`src/rtl/seg_display_ctrl.sv`:
```
// seg_display_ctrl: schedules the two-digit display between keypad echo and timed messages
module seg_display_ctrl #(
    parameter int TICK_DIV    = 12000,
    parameter int MSG_TICKS   = 2000,
    parameter int BLINK_TICKS = 250,
    parameter int IDLE_TICKS  = 10000
) (
    input  logic       clk,
    input  logic       rst,
    input  logic       entry_valid,
    input  logic [3:0] entry_digit,
    input  logic       entry_clear,
    input  logic       msg_req,
    input  logic [7:0] msg_data,
    input  logic       msg_blink,
    output logic [3:0] seg_data_1,
    output logic [3:0] seg_data_2,
    output logic       seg_blank_1,
    output logic       seg_blank_2,
    output logic       msg_busy
);
    localparam int TW = TICK_DIV > 1 ? $clog2(TICK_DIV) : 1;
    localparam int HW = MSG_TICKS > 1 ? $clog2(MSG_TICKS) : 1;
    localparam int BW = BLINK_TICKS > 1 ? $clog2(BLINK_TICKS) : 1;
    localparam int IW = IDLE_TICKS > 1 ? $clog2(IDLE_TICKS) : 1;
    localparam logic [TW-1:0] T_MAX = TW'(TICK_DIV - 1);
    localparam logic [HW-1:0] H_MAX = HW'(MSG_TICKS - 1);
    localparam logic [BW-1:0] B_MAX = BW'(BLINK_TICKS - 1);
    localparam logic [IW-1:0] I_MAX = IW'(IDLE_TICKS - 1);

    typedef enum logic [1:0] {IDLE, ENTRY, MSG} state_t;

    state_t        state, state_nx;
    logic [TW-1:0] tcnt;
    logic          tick;
    logic [3:0]    e1, e2, e1_nx, e2_nx;
    logic [1:0]    ecnt, ecnt_nx;
    logic [IW-1:0] idle_cnt;
    logic [HW-1:0] hold_cnt;
    logic [BW-1:0] bcnt;
    logic          phase, phase_nx;
    logic [7:0]    mdata, mdata_nx;
    logic          mblink, mblink_nx;
    logic          v, wipe, tmo, expire, btog;
    logic [3:0]    d1_nx, d2_nx;
    logic          b1_nx, b2_nx;

    assign tick = tcnt == T_MAX;

    // free-running tick prescaler
    always_ff @(posedge clk) begin
        if (rst) tcnt <= '0;
        else     tcnt <= tick ? '0 : tcnt + 1'b1;
    end

    // events and next values of the entry register and message latch
    always_comb begin
        v         = entry_valid & ~entry_clear;
        tmo       = state == ENTRY && tick && idle_cnt == I_MAX && !entry_valid && !msg_req;
        expire    = state == MSG && tick && hold_cnt == H_MAX;
        btog      = state == MSG && tick && bcnt == B_MAX && !msg_req;
        wipe      = entry_clear | tmo;
        e1_nx     = wipe ? 4'h0 : v ? e2 : e1;
        e2_nx     = wipe ? 4'h0 : v ? entry_digit : e2;
        ecnt_nx   = wipe ? 2'd0 : (v && ecnt != 2'd2) ? ecnt + 2'd1 : ecnt;
        mdata_nx  = msg_req ? msg_data : mdata;
        mblink_nx = msg_req ? msg_blink : mblink;
        phase_nx  = msg_req ? 1'b1 : btog ? ~phase : phase;
    end

    // state register
    always_ff @(posedge clk) begin
        if (rst) state <= IDLE;
        else     state <= state_nx;
    end

    // next state: a new message always wins, expiry returns to wherever the entry now points
    always_comb begin
        state_nx = state;
        if (msg_req)                         state_nx = MSG;
        else if (state == IDLE && v)         state_nx = ENTRY;
        else if (state == ENTRY && wipe)     state_nx = IDLE;
        else if (expire)                     state_nx = ecnt_nx != 2'd0 ? ENTRY : IDLE;
    end

    // display content for the upcoming state, registered below
    always_comb begin
        d1_nx = state_nx == MSG ? mdata_nx[7:4] : state_nx == ENTRY ? e1_nx : 4'h0;
        d2_nx = state_nx == MSG ? mdata_nx[3:0] : state_nx == ENTRY ? e2_nx : 4'h0;
        b1_nx = state_nx == MSG ? mblink_nx & ~phase_nx : state_nx == ENTRY ? ecnt_nx < 2'd2 : 1'b1;
        b2_nx = state_nx == MSG ? mblink_nx & ~phase_nx : state_nx == ENTRY ? ecnt_nx == 2'd0 : 1'b1;
    end

    // datapath registers: entry, message latch, hold/blink/idle counters, outputs
    always_ff @(posedge clk) begin
        if (rst) begin
            e1          <= '0;
            e2          <= '0;
            ecnt        <= '0;
            mdata       <= '0;
            mblink      <= 1'b0;
            phase       <= 1'b0;
            idle_cnt    <= '0;
            hold_cnt    <= '0;
            bcnt        <= '0;
            seg_data_1  <= '0;
            seg_data_2  <= '0;
            seg_blank_1 <= 1'b1;
            seg_blank_2 <= 1'b1;
            msg_busy    <= 1'b0;
        end else begin
            e1          <= e1_nx;
            e2          <= e2_nx;
            ecnt        <= ecnt_nx;
            mdata       <= mdata_nx;
            mblink      <= mblink_nx;
            phase       <= phase_nx;
            idle_cnt    <= (state != ENTRY || entry_valid) ? '0 :
                           (tick && idle_cnt != I_MAX) ? idle_cnt + 1'b1 : idle_cnt;
            hold_cnt    <= msg_req ? '0 :
                           (state == MSG && tick && hold_cnt != H_MAX) ? hold_cnt + 1'b1 : hold_cnt;
            bcnt        <= msg_req ? '0 :
                           (state == MSG && tick) ? (bcnt == B_MAX ? '0 : bcnt + 1'b1) : bcnt;
            seg_data_1  <= d1_nx;
            seg_data_2  <= d2_nx;
            seg_blank_1 <= b1_nx;
            seg_blank_2 <= b2_nx;
            msg_busy    <= state_nx == MSG;
        end
    end
endmodule
```
`config.mk`:
```
export PLATFORM = sky130hd
export DESIGN_NAME = seg_display_ctrl
export DESIGN_NICKNAME = d
export VERILOG_FILES = /design/src/rtl/seg_display_ctrl.sv
export SDC_FILE = /design/constraint.sdc
export NUM_CORES = 1
export LEC_CHECK = 0
export ABC_AREA = 1
export CAP_MARGIN = 15
export CORE_MARGIN = 1.5
export CORE_UTILIZATION = 51
export CTS_CLUSTER_SIZE = 24
export DETAILED_ROUTE_END_ITERATION = 12
export PLACE_DENSITY = 0.79
export SLEW_MARGIN = 40
export SYNTH_ARGS = -nofsm -noshare
export SYNTH_HDL_FRONTEND = slang
export SYNTH_SLANG_ARGS = --single-unit
```
`constraint.sdc`:
```
create_clock -name clk -period 2.4 [get_ports clk]
set_clock_uncertainty 0.1 [all_clocks]
set_input_delay 0.24 -clock clk [delete_from_list [all_inputs] [get_ports clk]]
set_output_delay 0.24 -clock clk [all_outputs]
set_load 0.03 [all_outputs]
```
After elaboration in Yosys (flattened, before gate mapping)
Index checks and enable logic that the tools add are counted.
{"block": "totals", "regBits": 80, "output_inout_bits": 11, "wordCells": 86}
{"block": "classes", "n_addsub": 5, "magnitude_cmp": 1, "eq_ne": 12, "n_mux": 24, "bitwise": 6, "n_reduce_logical": 22}
{"operator": "4-bit two-way mux", "count": 8}
{"operator": "14-bit by 1-bit adder with 14-bit output (second input constant)", "count": 2}
{"operator": "14-bit == test (second input constant)", "count": 2}
{"operator": "8-bit two-way mux", "count": 2}
{"operator": "14-bit != test (second input constant)", "count": 1}
{"operator": "1-bit logical AND", "count": 13}
{"operator": "2-bit two-way mux", "count": 6}
{"operator": "11-bit by 1-bit adder with 11-bit output (second input constant)", "count": 1}
{"operator": "11-bit == test (second input constant)", "count": 1}
{"operator": "11-bit != test (second input constant)", "count": 1}
{"operator": "8-bit by 1-bit adder with 8-bit output (second input constant)", "count": 1}
{"operator": "8-bit == test (second input constant)", "count": 1}
{"operator": "1-bit two-way mux", "count": 8}
{"operator": "2-bit OR reduction", "count": 3}
{"operator": "2-bit by 1-bit == test with 1-bit output (second input constant)", "count": 2}
{"operator": "2-bit == test (second input constant)", "count": 2}
{"operator": "2-bit logical NOT", "count": 2}
{"operator": "1-bit inverter", "count": 3}
{"operator": "2-bit by 1-bit adder with 2-bit output (second input constant)", "count": 1}
{"operator": "1-bit AND", "count": 2}
{"operator": "1-bit logical NOT", "count": 2}
{"operator": "2-bit less-than comparator (second input constant)", "count": 1}
{"operator": "2-bit by 1-bit != test with 1-bit output (second input constant)", "count": 1}
{"operator": "2-bit != test (second input constant)", "count": 1}
{"operator": "3 further kinds", "count": 3}

Longest topological paths before layout
Gate-level depths: netlist (run 1).
{"block": "logic_depth", "depth_word": 16, "ltp_mapped": 15, "depth_no_buf": 15}

Worst setup path before layout (run 1)
OpenSTA, ideal clock, no wires.
{"block": "synth_path", "kind": "flip-flop to flip-flop", "startpoint": "register tcnt[0]", "endpoint": "register idle_cnt[11]", "setup_time_ns": 0.131, "arrival_time_ns": 1.609, "path_slack_ns": 0.560, "stages_incl_launch_ff": 11, "path_buffers": 0, "synth_period_minus_slack_ns": 1.840, "path_cell_list": "dfxtp_1 > ha_1 > nand3_2 > nor2_2 > nand3_2 > nor2_4 > nand4_1 > nor2_2 > nand3_1 > nor2_1 > nor3b_2"}
{"block": "synth_via", "elab_chain_len": 2}
{"element": "start, declared", "line_no": "34", "rtl": "logic [TW-1:0] tcnt;"}
{"element": "start signal, assigned", "line_no": "53", "rtl": "else tcnt <= tick ? '0 : tcnt + 1'b1;"}
{"element": "14-bit == test", "line_no": "48", "rtl": "assign tick = tcnt == T_MAX;"}
{"element": "1-bit logical AND", "line_no": "119", "rtl": "(tick && idle_cnt != I_MAX) ? idle_cnt + 1'b1 : idle_cnt;"}
{"element": "end signal, assigned", "line_no": "118", "rtl": "idle_cnt <= (state != ENTRY || entry_valid) ? '0 :"}
{"element": "end, declared", "line_no": "38", "rtl": "logic [IW-1:0] idle_cnt;"}
Every way passes these cells.
A chain may end at the register's enable or synchronous reset.

Worst setup path in the final report (run 1)
{"block": "layout_path", "startpoint": "register tcnt[0]", "endpoint": "register seg_blank_1"}
{"block": "layout_via", "elab_chain_len": 16, "word_cells_on_any_way": 27, "cone_classes": "order compare: 1; eq/ne: 3; mux: 10; bitwise: 3; reduce/logical: 10"}
{"element": "14-bit == test *", "line_no": "48"}
{"element": "1-bit logical AND (4 in series)", "line_no": "59", "rtl": "tmo = state == ENTRY && tick && idle_cnt == I_MAX && !entry_valid && !msg_req;"}
{"element": "1-bit OR", "line_no": "62", "rtl": "wipe = entry_clear | tmo;"}
{"element": "2-bit two-way mux", "line_no": "65", "rtl": "ecnt_nx = wipe ? 2'd0 : (v && ecnt != 2'd2) ? ecnt + 2'd1 : ecnt;"}
{"element": "2-bit nonzero test", "line_no": "83", "rtl": "else if (expire) state_nx = ecnt_nx != 2'd0 ? ENTRY : IDLE;"}
{"element": "1-bit two-way mux", "line_no": "83"}
{"element": "2-bit two-way mux", "line_no": "83"}
{"element": "2-bit two-way mux", "line_no": "82", "rtl": "else if (state == ENTRY && wipe) state_nx = IDLE;"}
{"element": "2-bit two-way mux", "line_no": "81", "rtl": "else if (state == IDLE && v) state_nx = ENTRY;"}
{"element": "2-bit two-way mux", "line_no": "80", "rtl": "if (msg_req) state_nx = MSG;"}
{"element": "2-bit by 1-bit == test with 1-bit output", "line_no": "90", "rtl": "b1_nx = state_nx == MSG ? mblink_nx & ~phase_nx : state_nx == ENTRY ? ecnt_nx < 2'd2 : 1'b1;"}
{"element": "1-bit two-way mux", "line_no": "90"}
{"element": "1-bit two-way mux *", "line_no": "90"}
{"element": "end signal, assigned", "line_no": "126", "rtl": "seg_blank_1 <= b1_nx;"}
{"element": "end, declared", "line_no": "18", "rtl": "output logic seg_blank_1,"}
Every way passes the cells marked *; elsewhere a longest branch is shown, timed or not.

==> results of run 1 <==
==> path summary, 6_finish.rpt <==
| check | start | end | slack (ns) | depth (start not counted) |
|---|---|---|---|---|
| max | tcnt[0] | seg_blank_1 | 0.29 | 11 |
| min reg2reg | tcnt[0] | tcnt[0] | 0.36 | 1 |
| min | tcnt[0] | tcnt[0] | 0.36 | 1 |
| max reg2reg | tcnt[0] | seg_blank_1 | 0.29 | 11 |
==> stage by stage <==
step / utilization (%) / area, um^2 / std cells
detailed placement: 59.1 / 4040 / 608
floorplan: - / 3620 / 484
global route: 62.3 / 4260 / 623
global placement: 59.1 / 4040 / 608
finish: 62.3 / 4260 / 623
CTS: 62.3 / 4260 / 623
==> cell type report <==
type	instances	area share, %
sequential	80	37.6
inverter	66	5.82
timing repair buffer	33	7.46
clock buffer	9	2.91
multi-input combinational	333	41.2
tap	96	2.82
clock inverter	6	2.20
==> worst max-delay path: stages (launching register included) <==
cell	delay [ns]
dfxtp_1	0.36
ha_1	0.21
nand3_2	0.14
nor2_2	0.20
nand2_2	0.09
nor3_4	0.21
nand4_1	0.19
a21oi_1	0.17
o21ai_1	0.10
nor2_1	0.10
nand2_1	0.08
nand3_1	0.10
==> kinds of logic (layout without fill, tap and decap cells) <==
logic type               Yosys count  after routing  share of synthesized area [%]
XOR/XNOR                           6              6                           1.45
adder cells (fa/ha/maj)            6              6                           2.07
AO/OA/AOI/OAI                     74             74                           12.0
AND/OR/NAND/NOR                  246            246                           32.6
buffers and inverters             71            114                           7.39
flip-flops                        80             80                           44.2
multiplexers                       1              1                          0.276
==> cells in the final DEF, fill, tap and decap left out, types with 2 or more instances in the layout <==
cell / synthesis / routed
nor4_1: 5 / 5
nor3b_2: 2 / 2
nor2_1: 70 / 70
bufinv_16: 0 / 2
nand3_1: 28 / 28
clkinv_4: 0 / 2
nand4_1: 6 / 6
xnor2_1: 2 / 2
a211oi_1: 11 / 11
o21ai_0: 20 / 20
nor3_2: 3 / 3
xor2_1: 4 / 4
nor2_4: 2 / 2
a21oi_1: 30 / 30
nor3_1: 16 / 16
or2_2: 2 / 2
or2_0: 2 / 2
inv_1: 63 / 63
nor3_4: 2 / 2
o21a_1: 5 / 5
buf_4: 0 / 5
nor3b_1: 8 / 8
clkbuf_8: 0 / 9
o211ai_1: 2 / 2
dfxtp_1: 80 / 80
ha_1: 6 / 6
nand3_2: 2 / 2
nand2_2: 7 / 7
inv_2: 2 / 2
nand2_1: 82 / 82
a31oi_1: 2 / 2
clkdlybuf4s50_1: 0 / 28
nor2_2: 6 / 6
==> Yosys cell counts, types with 3 or more instances <==
cell type	n	area (um^2)
nor3b_1	8	60.1
xor2_1	4	35.0
a21oi_1	30	150
dfxtp_1	80	1600
a211oi_1	11	82.6
nor3_2	3	30.0
nor4_1	5	31.3
nor3_1	16	80.1
nand2_1	82	308
nand3_1	28	140
inv_1	63	236
nor2_1	70	263
o21a_1	5	37.5
clkbuf_1	4	15.0
o21ai_0	20	100
nand2_2	7	43.8
ha_1	6	75.1
nand4_1	6	37.5
nor2_2	6	37.5
==> flip-flops by register name (all words and copies together) (netlist names), 2 cells and up <==
name        cells
hold_cnt       11
e2              4
tcnt           14
state           2
bcnt            8
seg_data_1      4
ecnt            2
idle_cnt       14
e1              4
seg_data_2      4
mdata           8
==> power by group <==
group	leakage (nW)	switching [mW]	internal [mW]
Combinational	0.813	0.114	0.0781
Sequential	0.651	0.0143	1.36
Clock	0.106	0.511	0.587
Total	1.57	0.639	2.03
==> metal layers <==
metal	wire (um)	track usage (%)	up-vias
met5	0	0	-
met4	144	10.1	0
met3	256	4.64	11
met2	3530	36.9	55
met1	3540	26.6	1461
li1	-	-	1659
==> qor.yml, run 1 <==
routing:
  drt_first_pass_iters: 4
  wl_um: 7480
  wl_per_cell_um: 12.0
  postRouteAntennaNets: 0
  drc: 0
  dr_total_vias: 3186
  dr.first_iter.drc_count: 116
  viasPerCell: 5.11
synth:
  synth_nets: 508
  synth-async-reset-ratio_pct: 0
  yosysUniqueCellTypes: 39
  synth_seq_cells: 80
  synth_warnings: 0
  synth-edff-count: 0
  syn_avg_cell_area_um2: 7.48
  yosysSeqAreaShare_pct: 44.2
  syn_inst: 484
  synth_flop_cell: "dfxtp_1"
  synth.cell_area_um2: 3620
cts:
  cts_tree: "built"
  clock_sinks: 80
  holdBufCountCts: 0
  clk_latency_ns: 0.35
  clkTransAtPathRegs_ns: 0.08
  htree_levels: 3
  post_cts_buffers: 0
  clock_path_buffers: 2
  cts_resized: 0
  root_buffer: "clkbuf_8"
  cts_inserted_buffers: 9
sta:
  setup_tns_ns: 0
  maxSlewHeadroom_pct: 62.0
  max_freq_ghz: 0.474
  rsz0062_at_grt: "false"
  worstMarginPinSlew_ns: 0.566
  drv_slew: 0
  min_period_over_period_pct: 87.8
  setup_slack_ns: 0.292
  min_period_ns: 2.11
  setup_viol: 0
  whs_ns: 0.357
  hold_violations: 0
place:
  dp_hpwl_um: 5350
  gp_congestion: 0.824
  place_worst_setup_slack_ns: 0.264
  io_buffers: 28
final_layout:
  multiInputGateArea_um2: 1750
  seq_area_um2: 1600
  area_growth_pct: 17.5
  num-nets-final: 547
  drive_gt1_share_pct: 9.68
  n_fill_cell: 609
  num_antenna_cells: 0
outcome:
  run_status: "complete, no violations"
worst_hold_path:
  hold_path.class: "reg -> reg"
setup_path:
  cp_data_arrival_time_ns: 2.30
  worstPathMaxFanout: 5
  cp-start-kind: "register"
  cp-end-kind: "register"
  required_ns: 2.60
  worstSetupPathType: "reg -> reg"
power_and_ir_drop:
  power_mw: 2.67
  vdd_drop_max_mv: 0.374
  leakage_nw: 1.57
  p_per_area_nw_per_um2: 626
global_routing:
  grt_usage_pct: 21.9
  grt_max_degree: 15
  grt_pass1_wl_um: 13100
  grt.overflow.total: 0
  antenna_found_initial: 0
  grt_pass1_vias: 3072
floorplanning:
  dieHeight_um: 87.3
  die_x_um: 87.3
  io_pins: 29
  initial_core_util_pct: 53.0
  core_um2: 6830
  num_rows: 30
  die_area_um2: 7620
flow_run:
  cap_violations: 0
Power figures use the tool's default switching activity.
==> inputs of run 2 (changes only) <==
--- a/config.mk
+++ b/config.mk
@@ -11,6 +11,7 @@
 export CORE_UTILIZATION = 51
 export CTS_CLUSTER_SIZE = 24
 export DETAILED_ROUTE_END_ITERATION = 12
+export MAX_ROUTING_LAYER = met4
 export PLACE_DENSITY = 0.79
 export SLEW_MARGIN = 40
 export SYNTH_ARGS = -nofsm -noshare
==> qor.yml, run 2 (synthesized netlist as in run 1, its figures left out) <==
sta:
  setup_viol: 0  # unchanged
  whs_ns: 0.356  # was 0.357 ns
  drv_slew: 0  # unchanged
  min_period_ns: 2.09  # was 2.11 ns
  max_freq_ghz: 0.478  # was 0.474 GHz
  hold_violations: 0  # unchanged
  min_period_over_period_pct: 87.2  # was 87.8%
  maxSlewHeadroom_pct: 62.0  # about the same
  worstMarginPinSlew_ns: 0.566  # about the same
  rsz0062_at_grt: "false"  # unchanged
  setup_slack_ns: 0.307  # was 0.292 ns
  setup_tns_ns: 0  # unchanged
final_layout:
  seq_area_um2: 1600  # unchanged
  layout.cells.most_common: "nand2_1"  # unchanged
  num_antenna_cells: 0  # unchanged
  area_growth_pct: 17.5  # unchanged
  multiInputGateArea_um2: 1750  # unchanged
  layout_common_cells: "82 x nand2_1, 80 x dfxtp_1, 70 x nor2_1, 63 x inv_1, 30 x a21oi_1"  # unchanged
  num-nets-final: 547  # unchanged
  n_fill_cell: 609  # unchanged
  fin_area_um2: 4260  # unchanged
  drive_gt1_share_pct: 9.68  # unchanged
  largestRegisters: "idle_cnt x14, tcnt x14, hold_cnt x11"  # unchanged
power_and_ir_drop:
  combPwrFrac_pct: 7.2  # about the same
  swShare_pct: 23.8  # was 24.0%
  leakage_nw: 1.57  # unchanged
  vdd_drop_max_mv: 0.370  # was 0.374 mV
  p_per_area_nw_per_um2: 624  # was 626 nW/um^2
  power.share.clock_pct: 41.0  # was 41.2%
  seqPwrFrac_pct: 51.7  # was 51.6%
  p_int_mw: 2.03  # about the same
  p_switching_mw: 0.632  # was 0.639 mW
cts:
  clock_path_buffers: 2  # unchanged
  cts_resized: 0  # unchanged
  root_buffer: "clkbuf_8"  # unchanged
  clkTransAtPathRegs_ns: 0.08  # about the same
  post_cts_buffers: 0  # unchanged
  cts_tree: "built"  # unchanged
  holdBufCountCts: 0  # unchanged
  cts_inserted_buffers: 9  # unchanged
  clock_sinks: 80  # unchanged
  htree_levels: 3  # unchanged
  clk_latency_ns: 0.35  # about the same
floorplanning:
  dieHeight_um: 87.3  # unchanged
  initial_core_util_pct: 53.0  # unchanged
  die_x_um: 87.3  # unchanged
  die_area_um2: 7620  # unchanged
  io_pins: 29  # unchanged
  num_rows: 30  # unchanged
  core_um2: 6830  # unchanged
worst_hold_path:
  hold_path.class: "reg -> reg"  # unchanged
flow_run:
  cap_violations: 0  # unchanged
routing:
  drt_first_pass_iters: 4  # unchanged
  postRouteAntennaNets: 0  # unchanged
  dr_total_vias: 3185  # was 3186
  drc: 0  # unchanged
  viasPerCell: 5.11  # about the same
  wl_um: 7450  # was 7480 um
  wl_per_cell_um: 12.0  # about the same
  dr.first_iter.drc_count: 125  # was 116
place:
  place_worst_setup_slack_ns: 0.264  # unchanged
  io_buffers: 28  # unchanged
  gp_congestion: 0.836  # was 0.824
  placed_area_um2: 4040  # unchanged
  dp_hpwl_um: 5350  # unchanged
global_routing:
  grt_pass1_wl_um: 13100  # about the same
  grt_usage_pct: 22.5  # was 21.9%
  antenna_found_initial: 0  # unchanged
  grt_max_degree: 15  # unchanged
  grt_pass1_vias: 3070  # was 3072
  grt.overflow.total: 0  # unchanged
setup_path:
  cp-start-kind: "register"  # unchanged
  worstSetupPathType: "reg -> reg"  # unchanged
  cp_data_arrival_time_ns: 2.29  # was 2.30 ns
  cp-end-kind: "register"  # unchanged
  required_ns: 2.59  # was 2.60 ns
  worstPathMaxFanout: 5  # unchanged
outcome:
  run_status: "complete, no violations"  # unchanged
[run 2: cell counts in the layout (fill, tap and decap cells not counted)]
No cell type changed its count.
[run 2: worst max-delay path, cell delays in order (launching register included)]
cell	delay (ns)
dfxtp_1	0.36
ha_1	0.21
nand3_2	0.13
nor2_2	0.20
nand2_2	0.09
nor3_4	0.21
nand4_1	0.19
a21oi_1	0.17
o21ai_1	0.10
nor2_1	0.10
nand2_1	0.08
nand3_1	0.10
[run 2: stage by stage]
| stage | std cells | total power [mW] | util, % |
|---|---|---|---|
| 3_3_place_gp | 608 | 1.59 | 59.1 |
| 2_1_floorplan | 484 | 1.51 | - |
| 3_5_place_dp | 608 | 1.60 | 59.1 |
| 6_report | 623 | 2.66 | 62.3 |
| 5_1_grt | 623 | 2.76 | 62.3 |
| 4_1_cts | 623 | 2.68 | 62.3 |
[run 2: path summary, 6_finish.rpt]
kind | from | end | slack [ns] | cells after the start
hold reg to reg | tcnt[0] | tcnt[0] | 0.36 | 1
setup / recovery | tcnt[0] | seg_blank_1 | 0.31 | 11
setup reg to reg | tcnt[0] | seg_blank_1 | 0.31 | 11
hold / removal | tcnt[0] | tcnt[0] | 0.36 | 1
[run 2: layout make-up]
type	count	area share, %
clock inverter	6	2.20
multi-input combinational	333	41.2
clock buffer	9	2.91
timing repair buffer	33	7.46
tap	96	2.82
sequential	80	37.6
inverter	66	5.82
[run 2: power groups by stage]
stage	Sequential, mW	Clock [mW]	Combinational, mW
floorplan	1.43	0	0.0847
global placement	1.41	0	0.187
detailed placement	1.41	0	0.191
CTS	1.38	1.11	0.192
global route	1.38	1.17	0.212
finish	1.38	1.09	0.191
[run 2: metal layers]
layer | share of wire, % | up-vias | GRT usage [%]
met5 | 0 | - | -
met4 | 1.9 | 0 | 10.1
met3 | 3.7 | 11 | 4.64
met2 | 47 | 58 | 36.9
met1 | 47 | 1457 | 26.6
li1 | - | 1659 | -
==> inputs of run 3 (changes only) <==
--- a/config.mk
+++ b/config.mk
@@ -9,6 +9,7 @@
 export CAP_MARGIN = 15
 export CORE_MARGIN = 1.5
 export CORE_UTILIZATION = 51
+export CTS_BUF_LIST = sky130_fd_sc_hd__clkbuf_4 sky130_fd_sc_hd__clkbuf_8
 export CTS_CLUSTER_SIZE = 24
 export DETAILED_ROUTE_END_ITERATION = 12
 export MAX_ROUTING_LAYER = met4
==> results of run 3 <==
Final layout, timing and power as in run 2 (identical DEF).
